File: src/rtl/serv_fetch_pkg.sv
// Shared types for the instruction fetch aligner: FSM states and compressed-instruction detection.
package serv_fetch_pkg;

    typedef enum logic [1:0] {
        IDLE,
        FETCH0,
        FETCH1,
        RESP
    } fetch_state_e;

    // Low two bits of a 32-bit (uncompressed) RISC-V opcode.
    localparam logic [1:0] RVC_UNCOMP = 2'b11;

    function automatic logic is_compressed(input logic [15:0] hw);
        return hw[1:0] != RVC_UNCOMP;
    endfunction

endpackage

File: src/rtl/serv_fetch_wordbuf.sv
// Single-entry word buffer: holds the last fetched memory word with its word-address tag.
// Latency: hit is combinational on rd_tag; writes and flushes take effect on the next edge.
// Backpressure: none; flush beats a simultaneous write so the entry stays invalid.
module serv_fetch_wordbuf
    import serv_fetch_pkg::*;
#(
    parameter int AW       = 32,
    parameter int CACHE_EN = 1
) (
    input  logic          clk,
    input  logic          rst_n,
    input  logic          flush,
    input  logic          wr_en,
    input  logic [AW-3:0] wr_tag,
    input  logic [31:0]   wr_dat,
    input  logic [AW-3:0] rd_tag,
    output logic          hit,
    output logic [31:0]   rd_dat
);

    logic          valid_q, valid_d;
    logic [AW-3:0] tag_q,   tag_d;
    logic [31:0]   data_q,  data_d;

    always_comb begin
        valid_d = valid_q;
        tag_d   = tag_q;
        data_d  = data_q;
        if (wr_en) begin
            valid_d = 1'b1;
            tag_d   = wr_tag;
            data_d  = wr_dat;
        end
        if (flush) begin
            valid_d = 1'b0;
        end
    end

    always_ff @(posedge clk or negedge rst_n) begin
        if (!rst_n) begin
            valid_q <= 1'b0;
            tag_q   <= '0;
            data_q  <= '0;
        end else begin
            valid_q <= valid_d;
            tag_q   <= tag_d;
            data_q  <= data_d;
        end
    end

    assign hit    = (CACHE_EN != 0) && valid_q && (tag_q == rd_tag);
    assign rd_dat = data_q;

endmodule

File: src/rtl/serv_fetch_aligner.sv
// Turns halfword-aligned CPU fetches into word-aligned memory reads, splitting straddling instructions.
// Latency (zero-wait memory): hit 1 cycle, aligned miss 2, misaligned uncompressed miss 3.
// Backpressure: waits in FETCH0/FETCH1 for i_wb_ibus_ack; dropping i_ibus_cyc aborts without an ack.
module serv_fetch_aligner
    import serv_fetch_pkg::*;
#(
    parameter int AW       = 32,
    parameter int C_EXT    = 1,
    parameter int CACHE_EN = 1
) (
    input  logic          clk,
    input  logic          rst_n,
    input  logic [AW-1:0] i_ibus_adr,
    input  logic          i_ibus_cyc,
    output logic [31:0]   o_ibus_rdt,
    output logic          o_ibus_ack,
    input  logic          i_flush,
    output logic [AW-1:0] o_wb_ibus_adr,
    output logic          o_wb_ibus_cyc,
    input  logic [31:0]   i_wb_ibus_rdt,
    input  logic          i_wb_ibus_ack
);

    fetch_state_e state_q, state_d;
    logic [31:0]  rdt_q,   rdt_d;
    logic [15:0]  hi_hw_q, hi_hw_d;

    logic [AW-1:0] w_adr;
    logic [AW-1:0] w_adr_nxt;
    logic          misal;
    logic          unused_adr0;

    logic          buf_hit;
    logic [31:0]   buf_dat;
    logic          buf_wr_en;
    logic [AW-3:0] buf_wr_tag;

    assign w_adr       = {i_ibus_adr[AW-1:2], 2'b00};
    assign w_adr_nxt   = w_adr + {{(AW-3){1'b0}}, 3'b100};
    assign misal       = i_ibus_adr[1];
    assign unused_adr0 = i_ibus_adr[0];

    serv_fetch_wordbuf #(
        .AW       (AW),
        .CACHE_EN (CACHE_EN)
    ) u_wordbuf (
        .clk    (clk),
        .rst_n  (rst_n),
        .flush  (i_flush),
        .wr_en  (buf_wr_en),
        .wr_tag (buf_wr_tag),
        .wr_dat (i_wb_ibus_rdt),
        .rd_tag (w_adr[AW-1:2]),
        .hit    (buf_hit),
        .rd_dat (buf_dat)
    );

    always_comb begin
        state_d       = state_q;
        rdt_d         = rdt_q;
        hi_hw_d       = hi_hw_q;
        buf_wr_en     = 1'b0;
        buf_wr_tag    = w_adr[AW-1:2];
        o_wb_ibus_cyc = 1'b0;
        o_wb_ibus_adr = w_adr;

        case (state_q)
            IDLE: begin
                if (i_ibus_cyc) begin
                    if (!buf_hit) begin
                        state_d = FETCH0;
                    end else if (!misal) begin
                        rdt_d   = buf_dat;
                        state_d = RESP;
                    end else begin
                        hi_hw_d = buf_dat[31:16];
                        if ((C_EXT != 0) && is_compressed(buf_dat[31:16])) begin
                            rdt_d   = {16'h0000, buf_dat[31:16]};
                            state_d = RESP;
                        end else begin
                            state_d = FETCH1;
                        end
                    end
                end
            end

            FETCH0: begin
                if (!i_ibus_cyc) begin
                    state_d = IDLE;
                end else begin
                    o_wb_ibus_cyc = 1'b1;
                    if (i_wb_ibus_ack) begin
                        buf_wr_en = 1'b1;
                        hi_hw_d   = i_wb_ibus_rdt[31:16];
                        if (!misal) begin
                            rdt_d   = i_wb_ibus_rdt;
                            state_d = RESP;
                        end else if ((C_EXT != 0) && is_compressed(i_wb_ibus_rdt[31:16])) begin
                            rdt_d   = {16'h0000, i_wb_ibus_rdt[31:16]};
                            state_d = RESP;
                        end else begin
                            state_d = FETCH1;
                        end
                    end
                end
            end

            FETCH1: begin
                if (!i_ibus_cyc) begin
                    state_d = IDLE;
                end else begin
                    o_wb_ibus_cyc = 1'b1;
                    o_wb_ibus_adr = w_adr_nxt;
                    buf_wr_tag    = w_adr_nxt[AW-1:2];
                    if (i_wb_ibus_ack) begin
                        buf_wr_en = 1'b1;
                        rdt_d     = {i_wb_ibus_rdt[15:0], hi_hw_q};
                        state_d   = RESP;
                    end
                end
            end

            RESP: begin
                state_d = IDLE;
            end

            default: begin
                state_d = IDLE;
            end
        endcase
    end

    always_ff @(posedge clk or negedge rst_n) begin
        if (!rst_n) begin
            state_q <= IDLE;
            rdt_q   <= '0;
            hi_hw_q <= '0;
        end else begin
            state_q <= state_d;
            rdt_q   <= rdt_d;
            hi_hw_q <= hi_hw_d;
        end
    end

    assign o_ibus_ack = (state_q == RESP);
    assign o_ibus_rdt = rdt_q;

endmodule

File: config.mk
export PLATFORM = sky130hd
export DESIGN_NAME = serv_fetch_aligner
export DESIGN_NICKNAME = d
export VERILOG_FILES = /design/src/rtl/serv_fetch_pkg.sv /design/src/rtl/serv_fetch_wordbuf.sv /design/src/rtl/serv_fetch_aligner.sv
export SDC_FILE = /design/constraint.sdc
export NUM_CORES = 1
export LEC_CHECK = 0
export BUFFER_PORTS_ARGS = -buffer_cell sky130_fd_sc_hd__buf_2
export CAP_MARGIN = 20
export CORE_MARGIN = 4
export CORE_UTILIZATION = 59
export DETAILED_ROUTE_END_ITERATION = 8
export PLACE_DENSITY = 0.95
export SYNTH_ARGS = -nofsm -noshare
export SYNTH_HDL_FRONTEND = slang
export SYNTH_SLANG_ARGS = --single-unit
export TNS_END_PERCENT = 50
File: constraint.sdc
create_clock -name clk -period 6 [get_ports clk]
set_input_delay 1.8 -clock clk [delete_from_list [all_inputs] [get_ports clk]]
set_output_delay 1.8 -clock clk [all_outputs]
set_load 0.05 [all_outputs]
==> Word level (Yosys, flattened, before mapping) <==
Index checks and enable logic that the tools add are counted.
{ "word_totals": {"reg_bits": 113, "input_bits": 69, "out_inout_bits": 66, "wordCells": 72} }
{ "classes": {"n_addsub": 1, "n_eq_ne": 17, "mux": 39, "n_reduce_logical": 9} }
{ "op_table": {"columns": ["cell", "count"], "rows": [
  ["$mux W32", 12],
  ["$pmux W32 S3", 1],
  ["$mux W16", 5],
  ["$mux W30", 2],
  ["$add A32 B3 Y32 const B", 1],
  ["$pmux W16 S2", 1],
  ["$eq A30 B30 Y1", 1],
  ["$ne A2 B2 Y1 const B", 9],
  ["$mux W2", 6],
  ["$ne A3 B3 Y1 const B", 4],
  ["$mux W1", 11],
  ["$reduce_and A9 Y1", 1],
  ["$pmux W2 S4", 1],
  ["$reduce_and A6 Y1", 1],
  ["$eq A2 B2 Y1 const B", 2],
  ["$reduce_bool A2 Y1", 2],
  ["$reduce_and A3 Y1", 1],
  ["$reduce_bool A3 Y1", 1],
  ["$eq A2 B1 Y1 const B", 1],
  ["$logic_not A2 Y1", 1],
  ["$reduce_or A2 Y1", 1],
  ["$logic_and A1 B1 Y1", 1]
]} }

==> Depth between registers and ports, before layout <==
Gate-level depths: netlist of the first run.
{ "depth": {"ltp_word": 6, "ltp_mapped": 10, "mapped_depth_nobuf": 8} }

==> By module <==
A second synthesis of the first run with hierarchy kept.
{ "unflattened": {"cells_unflattened": 577, "hier_area_um2": 6600.1} }
{ "modules_own_cells": {"columns": ["module", "instances", "cells_each", "area_each_um2", "seq_area_each_um2"], "rows": [
  ["serv_fetch_aligner", 1, 403, 3951.3, 1251.2],
  ["serv_fetch_wordbuf", 1, 174, 2648.8, 1576.5]
]} }

==> Worst setup path after synthesis of the first run <==
No wires, ideal clock.
{ "synth_path": {"path_kind": "input to output", "from": "in i_ibus_adr[11]", "to": "out o_wb_ibus_adr[31]", "t_arrival_ns": 3.810, "t_required_ns": 4.200, "path_slack_ns": 0.390, "stages": 5, "n_path_buf": 0, "path_cell_list": "and4_2 -> nand4_1 -> nor3_4 -> or3b_1 -> xnor2_1"} }
{ "synth_between": {"elab_chain_cells": 3} }
{ "synth_lines": {"columns": ["element", "line_no", "rtl"], "rows": [
  ["from (decl)", "serv_fetch_aligner.sv:13", "input logic [AW-1:0] i_ibus_adr,"],
  ["$add A32 B3 Y32", "serv_fetch_aligner.sv:39", "assign w_adr_nxt = w_adr + {{(AW-3){1'b0}}, 3'b100};"],
  ["$mux W32", "serv_fetch_aligner.sv:109", "if (!i_ibus_cyc) begin"],
  ["$mux W32", "serv_fetch_aligner.sv:67", "case (state_q)"],
  ["to (decl)", "serv_fetch_aligner.sv:18", "output logic [AW-1:0] o_wb_ibus_adr,"]
]} }
No other way between the ends.

==> Worst setup path in the final report of the first run <==
{ "layout_path": {"from": "in i_ibus_adr[9]", "to": "out o_wb_ibus_adr[31]"} }
Same word-level chain as after synthesis.

==> out/results.md, run 1 <==
| Stage | Result | Reported |
| --- | --- | --- |
| global routing | Wire length of the first global-routing pass | 26,900 um |
| layout | Nets | 776 |
| timing | Slew headroom | 33.5% |
| clock tree | Hold bufs inserted after CTS | 0 |
| timing | Final critical-path share of the clock period | 94.1% |
| timing | Post-Route Skew | 0.00771 ns |
| floorplan | Floorplan die width | 113 um |
| clock tree | Root Driver | sky130_fd_sc_hd__clkbuf_8 |
| critical path | RR Startpoint | state_q[0] |
| floorplan | Initial Utilization | 60.3% |
| routing | Number of design-rule violations left by the first detailed-router iteration | 360 |
| critical path | Crit end category | output port |
| floorplan | Boundary pin count | 135 |
| layout | Most common cell after layout, fill and taps aside | sky130_fd_sc_hd__mux2_2 |
| floorplan | Full die area | 0.0128 mm^2 |
| synthesis | Post-Syn Instances | 580 |
| placed design | Number of buffer cells added on primary ports | 131 |
| critical path | Start-to-end type of the worst setup path | input pin to output port |
| layout | Final Instance Count excl. Fillers | 856 |
| synthesis | Synthesized flop and latch total | 113 |
| layout | Leading cell types in the layout, fill and taps excluded | 131 x sky130_fd_sc_hd__mux2_2, 130 x sky130_fd_sc_hd__buf_2, 113 x sky130_fd_sc_hd__dfrtp_1 |
| timing | Max Slew Vio Count | 0 |
| placed design | Routability Congestion | 0.892 |
| clock tree | CTS-repair resized insts | 0 |
| clock tree | Buffers inserted by post-CTS timing repair | 0 |
| timing | Slew at the pin closest to its max-slew limit | 0.995 ns |
| timing | Final number of setup-violating endpoints | 0 |
| floorplan | Core Box Area | 0.0108 mm^2 |
| timing | Fmax | 0.177 GHz |
| placed design | Placed cells | 822 |
| critical path | Required time at the endpoint of the critical path | 4.20 ns |
| layout | Layout cell share with drive strength beyond 1 | 45.4% |
| routing | Met3 Routed Length | 1150 um |
| clock tree | Clock transition time at the flip-flop clock pins of the worst setup and hold paths | 0.05 ns |
| routing | Detail-routed via count per cell | 6.01 |
| timing | Total Neg Setup Slack | 0 ns |
| synthesis | Commonest register cell after synthesis | sky130_fd_sc_hd__dfrtp_1 |
| routing | Final WL | 16,500 um |
| clock tree | Clock latency of the later-clocked register in the worst-skew pair | 0.52 ns |
| critical path | Data arrival time at the worst-slack endpoint | 3.85 ns |
| run status | Status | finished, final reports clean |
| placed design | DPL Wire Length | 10,900 um |
| synthesis | Synthesized cell area | 0.00654 mm^2 |
| pwr | Leakage power summed over all cells | 0.00345 uW |
| min path | HP Class | register to register |
| critical path | Start point of the critical path | i_ibus_adr[9] |
| min path | HP Start | u_wordbuf.rd_dat[8] |
| critical path | R2R Setup Slk | 3.02 ns |
| run | Number of max-capacitance violations reported | 0 |
| pwr | Pwr dens | 561 mW/mm^2 |
| routing | Sum of met2 wire segment lengths after detailed routing | 8160 um |
| global routing | Initial antenna violation count | 0 |
| routing | Top routing layer in use | met4 |
| floorplan | Row cnt | 38 |
| synthesis | Count of synthesis-stage warnings from yosys | 0 |
| timing | Unrepaired setup endpoints after global routing | no |
| routing | Via count | 5,147 |
| global routing | Overall Global Routing Usage | 26.4% |
| floorplan | Die Height | 113 um |
| clock tree | Sinks on Clock Net | 113 |
| routing | Average detailed-routed wire length per instance | 19.2 um |
| synthesis | Number of enable-type register cells in the synthesized netlist | 0 |
| pwr | Highest ir drop seen on vdd | 0.283 mV |
| routing | Routed length on met1 | 6780 um |
| clock tree | Number of CTS-inserted buffers | 17 |
| layout | Fill cell instance count of the final layout | 675 |
| timing | Time the final worst path needs with I/O delays and setup | 5.65 ns |
| timing | Final Hold Fails | 0 |
| routing | Number of nets with antenna violations after detailed routing | 0 |
| global routing | GRT overflow | 0 |
| synthesis | Mean Syn Cell Area | 11.3 um^2 |
| synthesis | Post-synthesis async set-or-reset flop share | 100% |
| critical path | Startpoint type of the worst setup path | input pin |
| global routing | Largest net degree at the start of global routing | 72 |
| routing | Remaining DRCs | 0 |
| critical path | Max FO, Critical Path | 7 |
| routing | Drt pass-1 iters | 6 |
| synthesis | Netlist cell types | 41 |
| global routing | Via count of the first global-routing pass | 5,393 |
| layout | Area growth from synthesis to final layout | 20.3% |
| clock tree | CTS tree | done |
| synthesis | Portion of the post-synthesis area used by sequential elements | 43.2% |
| clock tree | Htree depth | 4 |
| clock tree | CTS Buffer Depth | 2 |
[cells by family after synthesis]
| group | Yosys count | synth area share (%) |
|---|---|---|
| AO/OA/AOI/OAI | 93 | 9.38 |
| XOR/XNOR | 59 | 7.90 |
| adder cells (fa/ha/maj) | 6 | 1.15 |
| buffers and inverters | 49 | 3.25 |
| flip-flops | 113 | 43.2 |
| multiplexers | 142 | 25.0 |
| other | 1 | 0.0574 |
| AND/OR/NAND/NOR | 117 | 10.0 |
[layer usage]
metal	vias to the layer above	GRT usage, %
li1	2339	-
met1	2565	31.8
met2	204	43.7
met3	39	9.20
met4	0	10.0
met5	-	0
[registers in the layout, summed over array words and instances, names as in the netlist]
register / cells
u_wordbuf.valid_q: 1
hi_hw_q: 16
state_q: 2
o_ibus_rdt: 32
u_wordbuf.tag_q: 30
u_wordbuf.rd_dat: 32
[worst max-delay path, cell delays in order]
cell,delay [ns]
sky130_fd_sc_hd__buf_2,0.15
sky130_fd_sc_hd__and4_2,0.30
sky130_fd_sc_hd__nand4_1,0.25
sky130_fd_sc_hd__nor3_4,0.42
sky130_fd_sc_hd__or3b_1,0.40
sky130_fd_sc_hd__xnor2_1,0.21
sky130_fd_sc_hd__buf_2,0.32
[cells in the mapped netlist (7+ instances only)]
| library cell | n | area [um^2] |
|---|---|---|
| sky130_fd_sc_hd__a211oi_1 | 17 | 128 |
| sky130_fd_sc_hd__a21oi_1 | 17 | 85.1 |
| sky130_fd_sc_hd__nor2_1 | 8 | 30.0 |
| sky130_fd_sc_hd__nand3_1 | 12 | 60.1 |
| sky130_fd_sc_hd__nor2b_1 | 30 | 188 |
| sky130_fd_sc_hd__xnor2_1 | 52 | 455 |
| sky130_fd_sc_hd__buf_1 | 7 | 26.3 |
| sky130_fd_sc_hd__a31oi_1 | 15 | 93.8 |
| sky130_fd_sc_hd__mux2_2 | 131 | 1480 |
| sky130_fd_sc_hd__clkbuf_1 | 22 | 82.6 |
| sky130_fd_sc_hd__inv_1 | 11 | 41.3 |
| sky130_fd_sc_hd__mux2_4 | 10 | 150 |
| sky130_fd_sc_hd__nand2_1 | 31 | 116 |
| sky130_fd_sc_hd__nand4_1 | 15 | 93.8 |
| sky130_fd_sc_hd__a22oi_1 | 16 | 120 |
| sky130_fd_sc_hd__dfrtp_1 | 113 | 2830 |
| sky130_fd_sc_hd__o21ai_0 | 21 | 105 |
| sky130_fd_sc_hd__xor2_1 | 7 | 61.3 |
[worst paths after layout]
path,endpoint,depth (start not counted)
max,o_wb_ibus_adr[31],7
min,u_wordbuf.rd_dat[8],1
max reg2reg,o_ibus_rdt[2],7
min reg2reg,u_wordbuf.rd_dat[8],1
max in group asynchronous,o_ibus_rdt[1],2
min in group asynchronous,o_ibus_rdt[25],1
[where the power goes]
group          total [uW]  switching [uW]  leakage (uW)  internal, uW
logic                2060            1160       0.00179           899
registers            1370             238       0.00138          1130
clock network         989             361      0.000283           628
total                4420            1760       0.00345          2660
[layout make-up]
class | instances | area, um^2 | area share (%)
Timing Repair Buffer | 139 | 718 | 9.13
Inverter | 11 | 41.3 | 0.525
Antenna cell | 2 | 5.00 | 0.0636
Clock buffer | 17 | 414 | 5.26
Clock inverter | 15 | 169 | 2.15
Multi-Input combinational cell | 419 | 3520 | 44.7
Tap cell | 140 | 175 | 2.23
Sequential cell | 113 | 2830 | 35.9
[per-stage QoR]
| step | power, uW | instance area [um^2] | utilization (%) | setup slack, ns | hold WS, ns |
|---|---|---|---|---|---|
| 2_1_floorplan | 2950 | 6540 | - | 0.390 | 0.451 |
| 3_3_place_gp | 3300 | 7280 | 67.2 | 0.494 | 0.467 |
| 3_5_place_dp | 3400 | 7280 | 67.2 | 0.429 | 0.484 |
| 4_1_cts | 4420 | 7860 | 72.5 | 0.364 | 0.498 |
| 5_1_grt | 4670 | 7860 | 72.5 | 0.255 | 0.516 |
| 6_report | 4420 | 7870 | 72.6 | 0.353 | 0.495 |
No activity file was read; power rests on OpenSTA's default activity.
==> run 2, diff against run 1 <==
--- a/config.mk
+++ b/config.mk
@@ -6,11 +6,11 @@
 export NUM_CORES = 1
 export LEC_CHECK = 0
 export BUFFER_PORTS_ARGS = -buffer_cell sky130_fd_sc_hd__buf_2
-export CAP_MARGIN = 20
 export CORE_MARGIN = 4
-export CORE_UTILIZATION = 59
+export CORE_UTILIZATION = 56
 export DETAILED_ROUTE_END_ITERATION = 8
-export PLACE_DENSITY = 0.95
+export PLACE_DENSITY = 0.92
+export REMOVE_ABC_BUFFERS = 1
 export SYNTH_ARGS = -nofsm -noshare
 export SYNTH_HDL_FRONTEND = slang
 export SYNTH_SLANG_ARGS = --single-unit
==> constraint.sdc (replaced) <==
create_clock -name clk -period 5.9 [get_ports clk]
set_input_delay 1.77 -clock clk [delete_from_list [all_inputs] [get_ports clk]]
set_output_delay 1.77 -clock clk [all_outputs]
set_load 0.05 [all_outputs]
==> run 2 against run 1 <==
Compared with the run above: combinational power about the same; largest power group unchanged; clock power increased by 19%; sequential power barely moved; die area is 5.0% higher; worst setup slack improved by 0.052 ns; critical path depth is the same; via count down 1.5%; routed wire length decreased by 2.1%; hold slack got worse by 0.0010 ns.
==> out/results.md, run 2 (synthesis results as in run 1) <==
| Stage | Result | Reported | Delta |
| --- | --- | --- | --- |
| run status | Status | finished, final reports clean |  |
| critical path | RR Startpoint | state_q[0] |  |
| critical path | Max FO, Critical Path | 7 | unchanged |
| global routing | Largest net degree at the start of global routing | 79 | +9.7% |
| timing | Time the final worst path needs with I/O delays and setup | 5.50 ns |  |
| critical path | R2R Setup Slk | 2.75 ns | -0.27 ns |
| critical path | Capture point of the worst reg-to-reg path | u_wordbuf.rd_dat[10] |  |
| routing | Remaining DRCs | 0 | unchanged |
| routing | Via count | 5,071 | -1.5% |
| pwr | Final total power | 4650 uW | +5.4% |
| critical path | Cell occurring most often along the worst timing path | sky130_fd_sc_hd__buf_2 |  |
| layout | Leading cell types in the layout, fill and taps excluded | 131 x sky130_fd_sc_hd__mux2_2, 130 x sky130_fd_sc_hd__buf_2, 113 x sky130_fd_sc_hd__dfrtp_1 |  |
| floorplan | Full die area | 0.0135 mm^2 | +5.0% |
| min path | HP Class | register to register |  |
| timing | Min Hold Slack | 0.494 ns | -0.00105 ns |
| layout | Layout cell share with drive strength beyond 1 | 45.2% | -0.14 points |
| layout | Count of antenna diodes in the layout | 0 | -2 |
| placed design | Routability Congestion | 0.888 | -0.44% |
| timing | Slew headroom | 30.2% | -3.4 points |
| placed design | DPL Wire Length | 11,000 um | +0.30% |
| routing | Number of design-rule violations left by the first detailed-router iteration | 404 | +12% |
| clock tree | Number of CTS-inserted buffers | 17 | unchanged |
| min path | Hold-critical path endpoint | u_wordbuf.rd_dat[13] |  |
| clock tree | CTS tree | done |  |
| pwr | Highest ir drop seen on vdd | 0.447 mV | +58% |
| timing | Unrepaired setup endpoints after global routing | no |  |
| critical path | Number of cells on the worst reg-to-reg path | 7 | unchanged |
| timing | Total Neg Setup Slack | 0 ns | unchanged |
| critical path | Start-to-end type of the worst setup path | input pin to output port |  |
| floorplan | Boundary pin count | 135 | unchanged |
| timing | Post-Route Skew | 0.00891 ns | +0.00121 ns |
| global routing | Initial antenna violation count | 2 | +2 |
| clock tree | CTS-repair resized insts | 0 | unchanged |
| min path | HP Start | u_wordbuf.rd_dat[13] |  |
| layout | Most common cell after layout, fill and taps aside | sky130_fd_sc_hd__mux2_2 |  |
| timing | Final Hold Fails | 0 | unchanged |
| floorplan | Row cnt | 39 | +2.6% |
| clock tree | Clock transition time at the flip-flop clock pins of the worst setup and hold paths | 0.05 ns | about the same |
| layout | Nets | 776 | unchanged |
| critical path | Required time at the endpoint of the critical path | 4.13 ns | -0.07 ns |
| critical path | Library cell contributing the largest single delay on the critical path | sky130_fd_sc_hd__or3b_1 |  |
| clock tree | Root Driver | sky130_fd_sc_hd__clkbuf_16 |  |
| clock tree | Buffers inserted by post-CTS timing repair | 0 | unchanged |
| routing | Final WL | 16,100 um | -2.1% |
| layout | Area growth from synthesis to final layout | 21.9% |  |
| timing | Slew at the pin closest to its max-slew limit | 1.04 ns | +0.0492 ns |
| clock tree | CTS Buffer Depth | 2 | unchanged |
| clock tree | Htree depth | 4 | unchanged |
| global routing | GRT overflow | 0 | unchanged |
| clock tree | Clock latency of the later-clocked register in the worst-skew pair | 0.41 ns | -0.11 ns |
| floorplan | Floorplan die width | 116 um | +2.5% |
| routing | Average detailed-routed wire length per instance | 18.8 um | -2.2% |
| floorplan | Die Height | 116 um | +2.5% |
| floorplan | Initial Utilization | 57.3% | -3.1 points |
| clock tree | Hold bufs inserted after CTS | 0 | unchanged |
| routing | Detail-routed via count per cell | 5.92 | -1.6% |
| timing | Final number of setup-violating endpoints | 0 | unchanged |
| critical path | Longest individual stage delay on the worst path | 0.41 ns | about the same |
| critical path | Startpoint type of the worst setup path | input pin |  |
| timing | Final critical-path share of the clock period | 93.1% |  |
| critical path | Crit end category | output port |  |
| global routing | Wire length of the first global-routing pass | 26,400 um | -1.9% |
| timing | Max Slew Vio Count | 0 | unchanged |
| min path | Hold-critical path depth | 1 | unchanged |
| routing | Number of nets with antenna violations after detailed routing | 0 | unchanged |
| global routing | Via count of the first global-routing pass | 5,363 | -0.56% |
| placed design | Number of buffer cells added on primary ports | 131 | unchanged |
| global routing | Overall Global Routing Usage | 25.3% | -1.1 points |
| pwr | Leakage power summed over all cells | 0.00351 uW | +1.5% |
| critical path | Cell-by-cell trace of the critical path | buf_2 -> and4_2 -> nand4_1 -> nor3_4 -> or3b_1 -> xnor2_1 -> buf_2 |  |
| run | Number of max-capacitance violations reported | 0 | unchanged |
| routing | Drt pass-1 iters | 5 | -1 |
| floorplan | Core Box Area | 0.0114 mm^2 | +5.3% |
| timing | Fmax | 0.182 GHz |  |
| critical path | Data arrival time at the worst-slack endpoint | 3.73 ns | -0.12 ns |
| clock tree | Sinks on Clock Net | 113 | unchanged |
| pwr | Pwr dens | 584 mW/mm^2 | +4.0% |
==> run 2: layout make-up <==
| type | instances | area [um^2] |
|---|---|---|
| Inverter | 11 | 41.3 |
| Sequential cell | 113 | 2830 |
| Multi-Input combinational cell | 419 | 3520 |
| Fill cell | 823 | 3450 |
| Clock buffer | 22 | 484 |
| Clock inverter | 10 | 203 |
| Tap cell | 143 | 179 |
| Timing Repair Buffer | 139 | 718 |
==> run 2: how the worst max path moves through the flow <==
stage                         startpoint                 to  cells after the start
after floorplan           i_ibus_adr[11]  o_wb_ibus_adr[31]                      5
after global routing       i_ibus_adr[9]  o_wb_ibus_adr[31]                      7
after global placement     i_ibus_adr[9]  o_wb_ibus_adr[31]                      7
after detailed placement   i_ibus_adr[9]  o_wb_ibus_adr[31]                      7
after CTS                  i_ibus_adr[9]  o_wb_ibus_adr[31]                      7
final                      i_ibus_adr[9]  o_wb_ibus_adr[31]                      7
==> run 2: worst max-delay path, delay by kind of cell <==
kind,cells,cell delay (ns)
AND/OR/NAND/NOR,4,1.32
buffers and inverters,2,0.44
XOR/XNOR,1,0.20
==> run 2: where the power goes <==
group / switching, uW / internal [uW] / leakage, uW
clock: 346 / 834 / 0.000336
sequential: 243 / 1150 / 0.00138
combinational: 1160 / 917 / 0.00179
total: 1750 / 2900 / 0.00351
==> run 2: metal layers <==
layer / wire length [um] / global-route usage [%] / vias to the layer above
met5: 23 / 0 / -
met4: 395 / 10.8 / 4
met3: 1210 / 6.79 / 38
met2: 8150 / 43.7 / 211
met1: 6330 / 29.7 / 2480
li1: - / - / 2338
==> run 2: per-stage QoR <==
step / utilization, % / instances / setup WS (ns) / cell area (um^2)
after floorplan: - / 543 / 0.350 / 6370
after global placement: 63.8 / 825 / 0.443 / 7280
after detailed placement: 63.8 / 825 / 0.434 / 7280
after CTS: 69.8 / 857 / 0.412 / 7970
after global routing: 69.8 / 857 / 0.260 / 7970
final: 69.8 / 857 / 0.405 / 7970
==> run 3, diff against run 2 <==
--- a/config.mk
+++ b/config.mk
@@ -5,6 +5,7 @@
 export SDC_FILE = /design/constraint.sdc
 export NUM_CORES = 1
 export LEC_CHECK = 0
+export ABC_AREA = 1
 export BUFFER_PORTS_ARGS = -buffer_cell sky130_fd_sc_hd__buf_2
 export CORE_MARGIN = 4
 export CORE_UTILIZATION = 56
==> run 3 against run 2 <==
Compared with the run above: first-iteration DRC count up 93%; final cell count is 46% higher; global-route usage is 2.4 points higher; routed wire length increased by 19%; largest cell class unchanged; largest power group unchanged; core utilization shrank 2.2 points; final area is 1.9% higher; combinational power increased by 6%; critical endpoint is now o_wb_ibus_adr[25]; die area up 4.8%; highest routed layer is now met4; clock power shrank 20%.
==> out/results.md, run 3 <==
| Stage | Result | Reported | Delta |
| --- | --- | --- | --- |
| critical path | RR Startpoint | state_q[1] |  |
| clock tree | Htree depth | 4 | unchanged |
| global routing | GRT overflow | 0 | unchanged |
| global routing | Wire length of the first global-routing pass | 32,100 um | +22% |
| global routing | Via count of the first global-routing pass | 6,836 | +27% |
| layout | Area growth from synthesis to final layout | 18.2% |  |
| routing | Detail-routed via count per cell | 5.65 | -4.5% |
| timing | Total Neg Setup Slack | 0 ns | unchanged |
| synthesis | Mux contribution to synthesized area | 0% | -25 points |
| synthesis | Most repeated cell in the gate-level netlist after synthesis | sky130_fd_sc_hd__nand2_1 |  |
| clock tree | Buffers inserted by post-CTS timing repair | 0 | unchanged |
| floorplan | Row cnt | 40 | +2.6% |
| global routing | Initial antenna violation count | 0 | -2 |
| placed design | DPL Wire Length | 12,700 um | +16% |
| critical path | Startpoint type of the worst setup path | input pin |  |
| synthesis | Post-synthesis async set-or-reset flop share | 100% | unchanged |
| timing | Time the final worst path needs with I/O delays and setup | 5.10 ns | -0.391 ns |
| synthesis | Leading post-synthesis cells by instance count | 336 x sky130_fd_sc_hd__nand2_1, 113 x sky130_fd_sc_hd__dfrtp_1, 109 x sky130_fd_sc_hd__inv_1 |  |
| critical path | Start point of the critical path | i_ibus_adr[4] |  |
| routing | Final WL | 19,100 um | +19% |
| floorplan | Core Box Area | 0.0120 mm^2 | +5.2% |
| clock tree | Hold bufs inserted after CTS | 0 | unchanged |
| synthesis | Leading cell types by total area after synthesis | sky130_fd_sc_hd__dfrtp_1 41%, sky130_fd_sc_hd__nand2_1 18%, sky130_fd_sc_hd__o21ai_0 6.9% |  |
| clock tree | Root Driver | sky130_fd_sc_hd__clkbuf_16 |  |
| critical path | Start-to-end type of the worst setup path | input pin to output port |  |
| timing | Final Hold Fails | 0 | unchanged |
| timing | Max Slew Vio Count | 0 | unchanged |
| synthesis | Synth Area in Adders | 1.09% | -0.056 points |
| critical path | Required time at the endpoint of the critical path | 4.13 ns | about the same |
| synthesis | Commonest register cell after synthesis | sky130_fd_sc_hd__dfrtp_1 |  |
| synthesis | Cell type with the largest total area after synthesis | sky130_fd_sc_hd__dfrtp_1 |  |
| pwr | Highest ir drop seen on vdd | 0.321 mV | -28% |
| global routing | Overall Global Routing Usage | 27.7% | +2.4 points |
| clock tree | CTS tree | done |  |
| layout | Most common cell after layout, fill and taps aside | sky130_fd_sc_hd__nand2_1 |  |
| layout | Count of antenna diodes in the layout | 0 | unchanged |
| global routing | Largest net degree at the start of global routing | 77 | -2.5% |
| floorplan | Die Height | 119 um | +2.4% |
| synthesis | Mean Syn Cell Area | 7.01 um^2 | -38% |
| timing | Final number of setup-violating endpoints | 0 | unchanged |
| critical path | Max FO, Critical Path | 6 | -1 |
| synthesis | Synth Area in XOR/XNOR | 3.70% | -4.2 points |
| synthesis | Number of enable-type register cells in the synthesized netlist | 0 | unchanged |
| floorplan | Floorplan die width | 119 um | +2.4% |
| synthesis | Synthesized flop and latch total | 113 | unchanged |
| timing | Unrepaired setup endpoints after global routing | no |  |
| routing | Via count | 7,056 | +39% |
| min path | HP Class | register to register |  |
| critical path | Termination of the worst setup path | o_wb_ibus_adr[25] |  |
| routing | Average detailed-routed wire length per instance | 15.3 um | -19% |
| synthesis | Post-Syn Instances | 981 | +69% |
| timing | Slew at the pin closest to its max-slew limit | 0.850 ns | -0.194 ns |
| timing | Fmax | 0.196 GHz | +7.7% |
| placed design | Number of buffer cells added on primary ports | 131 | unchanged |
| pwr | Final total power | 4480 uW | -3.8% |
| routing | Number of design-rule violations left by the first detailed-router iteration | 778 | +93% |
| synthesis | Portion of the post-synthesis area used by sequential elements | 41.1% | -2.1 points |
| timing | Slew headroom | 43.4% | +13 points |
| clock tree | Clock transition time at the flip-flop clock pins of the worst setup and hold paths | 0.05 ns | about the same |
| run status | Status | finished, final reports clean |  |
| synthesis | Netlist cell types | 36 | -12% |
| synthesis | Complex-gate fraction of the synthesized area | 14.8% | +5.4 points |
| critical path | Data arrival time at the worst-slack endpoint | 3.33 ns | -0.40 ns |
| clock tree | Clock latency of the later-clocked register in the worst-skew pair | 0.41 ns | about the same |
| layout | Layout cell share with drive strength beyond 1 | 18.5% | -27 points |
| layout | Leading cell types in the layout, fill and taps excluded | 336 x sky130_fd_sc_hd__nand2_1, 130 x sky130_fd_sc_hd__buf_2, 113 x sky130_fd_sc_hd__dfrtp_1 |  |
| layout | Fill cell instance count of the final layout | 1,008 | +22% |
| placed design | Routability Congestion | 0.947 | +6.6% |
| critical path | Number of cells on the worst reg-to-reg path | 9 | +2 |
| run | Number of max-capacitance violations reported | 0 | unchanged |
| timing | Post-Route Skew | 0.00922 ns | +0.000308 ns |
| clock tree | CTS Buffer Depth | 2 | unchanged |
| timing | Final critical-path share of the clock period | 86.5% | -6.6 points |
| synthesis | Synthesized cell area | 0.00687 mm^2 | +5.1% |
| pwr | Leakage power summed over all cells | 0.00435 uW | +24% |
| routing | Drt pass-1 iters | 5 | unchanged |
| synthesis | Top cell type's share of synthesized area | 41.1% | -2.1 points |
| critical path | Crit end category | output port |  |
| critical path | Capture point of the worst reg-to-reg path | hi_hw_q[2] |  |
| pwr | Pwr dens | 551 mW/mm^2 | -5.6% |
| clock tree | Number of CTS-inserted buffers | 17 | unchanged |
| layout | Nets | 1,164 | +50% |
| clock tree | Sinks on Clock Net | 113 | unchanged |
| synthesis | Basic-gate share of the synthesized area counting and, or, nand and nor cells | 28.8% | +19 points |
| synthesis | Count of synthesis-stage warnings from yosys | 0 | unchanged |
| floorplan | Initial Utilization | 57.2% | about the same |
| critical path | R2R Setup Slk | 2.98 ns | +0.23 ns |
| floorplan | Boundary pin count | 135 | unchanged |
| synthesis | Largest family of logic cells by synthesized area | simple AND/OR/NAND/NOR gates |  |
| clock tree | CTS-repair resized insts | 0 | unchanged |
| routing | Number of nets with antenna violations after detailed routing | 0 | unchanged |
| floorplan | Full die area | 0.0141 mm^2 | +4.8% |
| routing | Remaining DRCs | 0 | unchanged |
run 3: cell types whose count changed after synthesis, moves of 15 or more:
cell                       previous run  this run
sky130_fd_sc_hd__o21ai_0             21        95
sky130_fd_sc_hd__xnor2_1             52        10
sky130_fd_sc_hd__a21oi_1             17        51
sky130_fd_sc_hd__a22oi_1             16         1
sky130_fd_sc_hd__nand4_1             15        54
sky130_fd_sc_hd__nand2_1             31       336
sky130_fd_sc_hd__mux2_2             131         0
sky130_fd_sc_hd__o22ai_1              0        31
sky130_fd_sc_hd__a211oi_1            17         0
sky130_fd_sc_hd__inv_1               11       109
sky130_fd_sc_hd__nor2_1               8        28
sky130_fd_sc_hd__nor2b_1             30         0
run 3: worst max-delay path, stage by stage:
cell and delay [ns]:
sky130_fd_sc_hd__buf_2 0.15, sky130_fd_sc_hd__nand2_1 0.10, sky130_fd_sc_hd__nor2_2 0.18, sky130_fd_sc_hd__nand2_2 0.10, sky130_fd_sc_hd__nor2_4 0.14, sky130_fd_sc_hd__nand3_2 0.15
sky130_fd_sc_hd__nor2_1 0.16, sky130_fd_sc_hd__xor2_1 0.26, sky130_fd_sc_hd__buf_2 0.32
run 3: layout make-up:
type | instances | area [um^2] | area share, %
flip-flops and latches | 113 | 2830 | 34.8
clock inverters | 11 | 88.8 | 1.09
clock buffers | 21 | 460 | 5.67
multi-input cells | 689 | 3340 | 41.1
repair buffers | 144 | 756 | 9.30
inverters | 124 | 467 | 5.74
well taps | 147 | 184 | 2.26
run 3: power breakdown:
group          switching, uW  internal [uW]  total (uW)
combinational           1590            623        2210
clock                    353            594         947
sequential               192           1130        1320
total                   2130           2340        4480
run 3: per-layer routing:
layer	vias to the layer above	wire (um)	track usage, %
met3	50	1710	5.26
met4	0	471	11.3
met5	-	0	0
met2	357	8910	44.2
li1	3382	-	-
met1	3267	8010	37.2
run 3: worst min-delay path by stage:
| stage | start | endpoint | slack, ns | depth (start not counted) |
|---|---|---|---|---|
| 2_1_floorplan | hi_hw_q[0] | hi_hw_q[0] | 0.44 | 2 |
| 3_3_place_gp | o_ibus_rdt[12] | o_ibus_rdt[12] | 0.45 | 2 |
| 3_5_place_dp | o_ibus_rdt[0] | o_ibus_rdt[0] | 0.45 | 2 |
| 4_1_cts | o_ibus_rdt[0] | o_ibus_rdt[0] | 0.47 | 2 |
| 5_1_grt | o_ibus_rdt[20] | o_ibus_rdt[20] | 0.50 | 2 |
| 6_report | o_ibus_rdt[19] | o_ibus_rdt[19] | 0.46 | 2 |
run 3: kinds of logic (layout without fill, tap and decap cells):
kind of cell    Yosys count  count (layout)
xor+xnor                 29              29
other cells               1               2
simple gates            458             458
flops                   113             113
buf+inv                 180             300
fa+ha+maj                 6               6
compound gates          194             194
run 3: through the flow:
stage                     instances  cell area [um^2]  hold WS (ns)  util [%]  worst slack (ns)
after floorplan                 926              6630         0.442         -             0.108
after global placement         1217              7580         0.450      63.1             0.850
after detailed placement       1217              7580         0.454      63.1             0.813
after CTS                      1249              8130         0.466      67.6             0.820
after global routing           1249              8130         0.496      67.6             0.642
final                          1249              8130         0.465      67.6             0.796
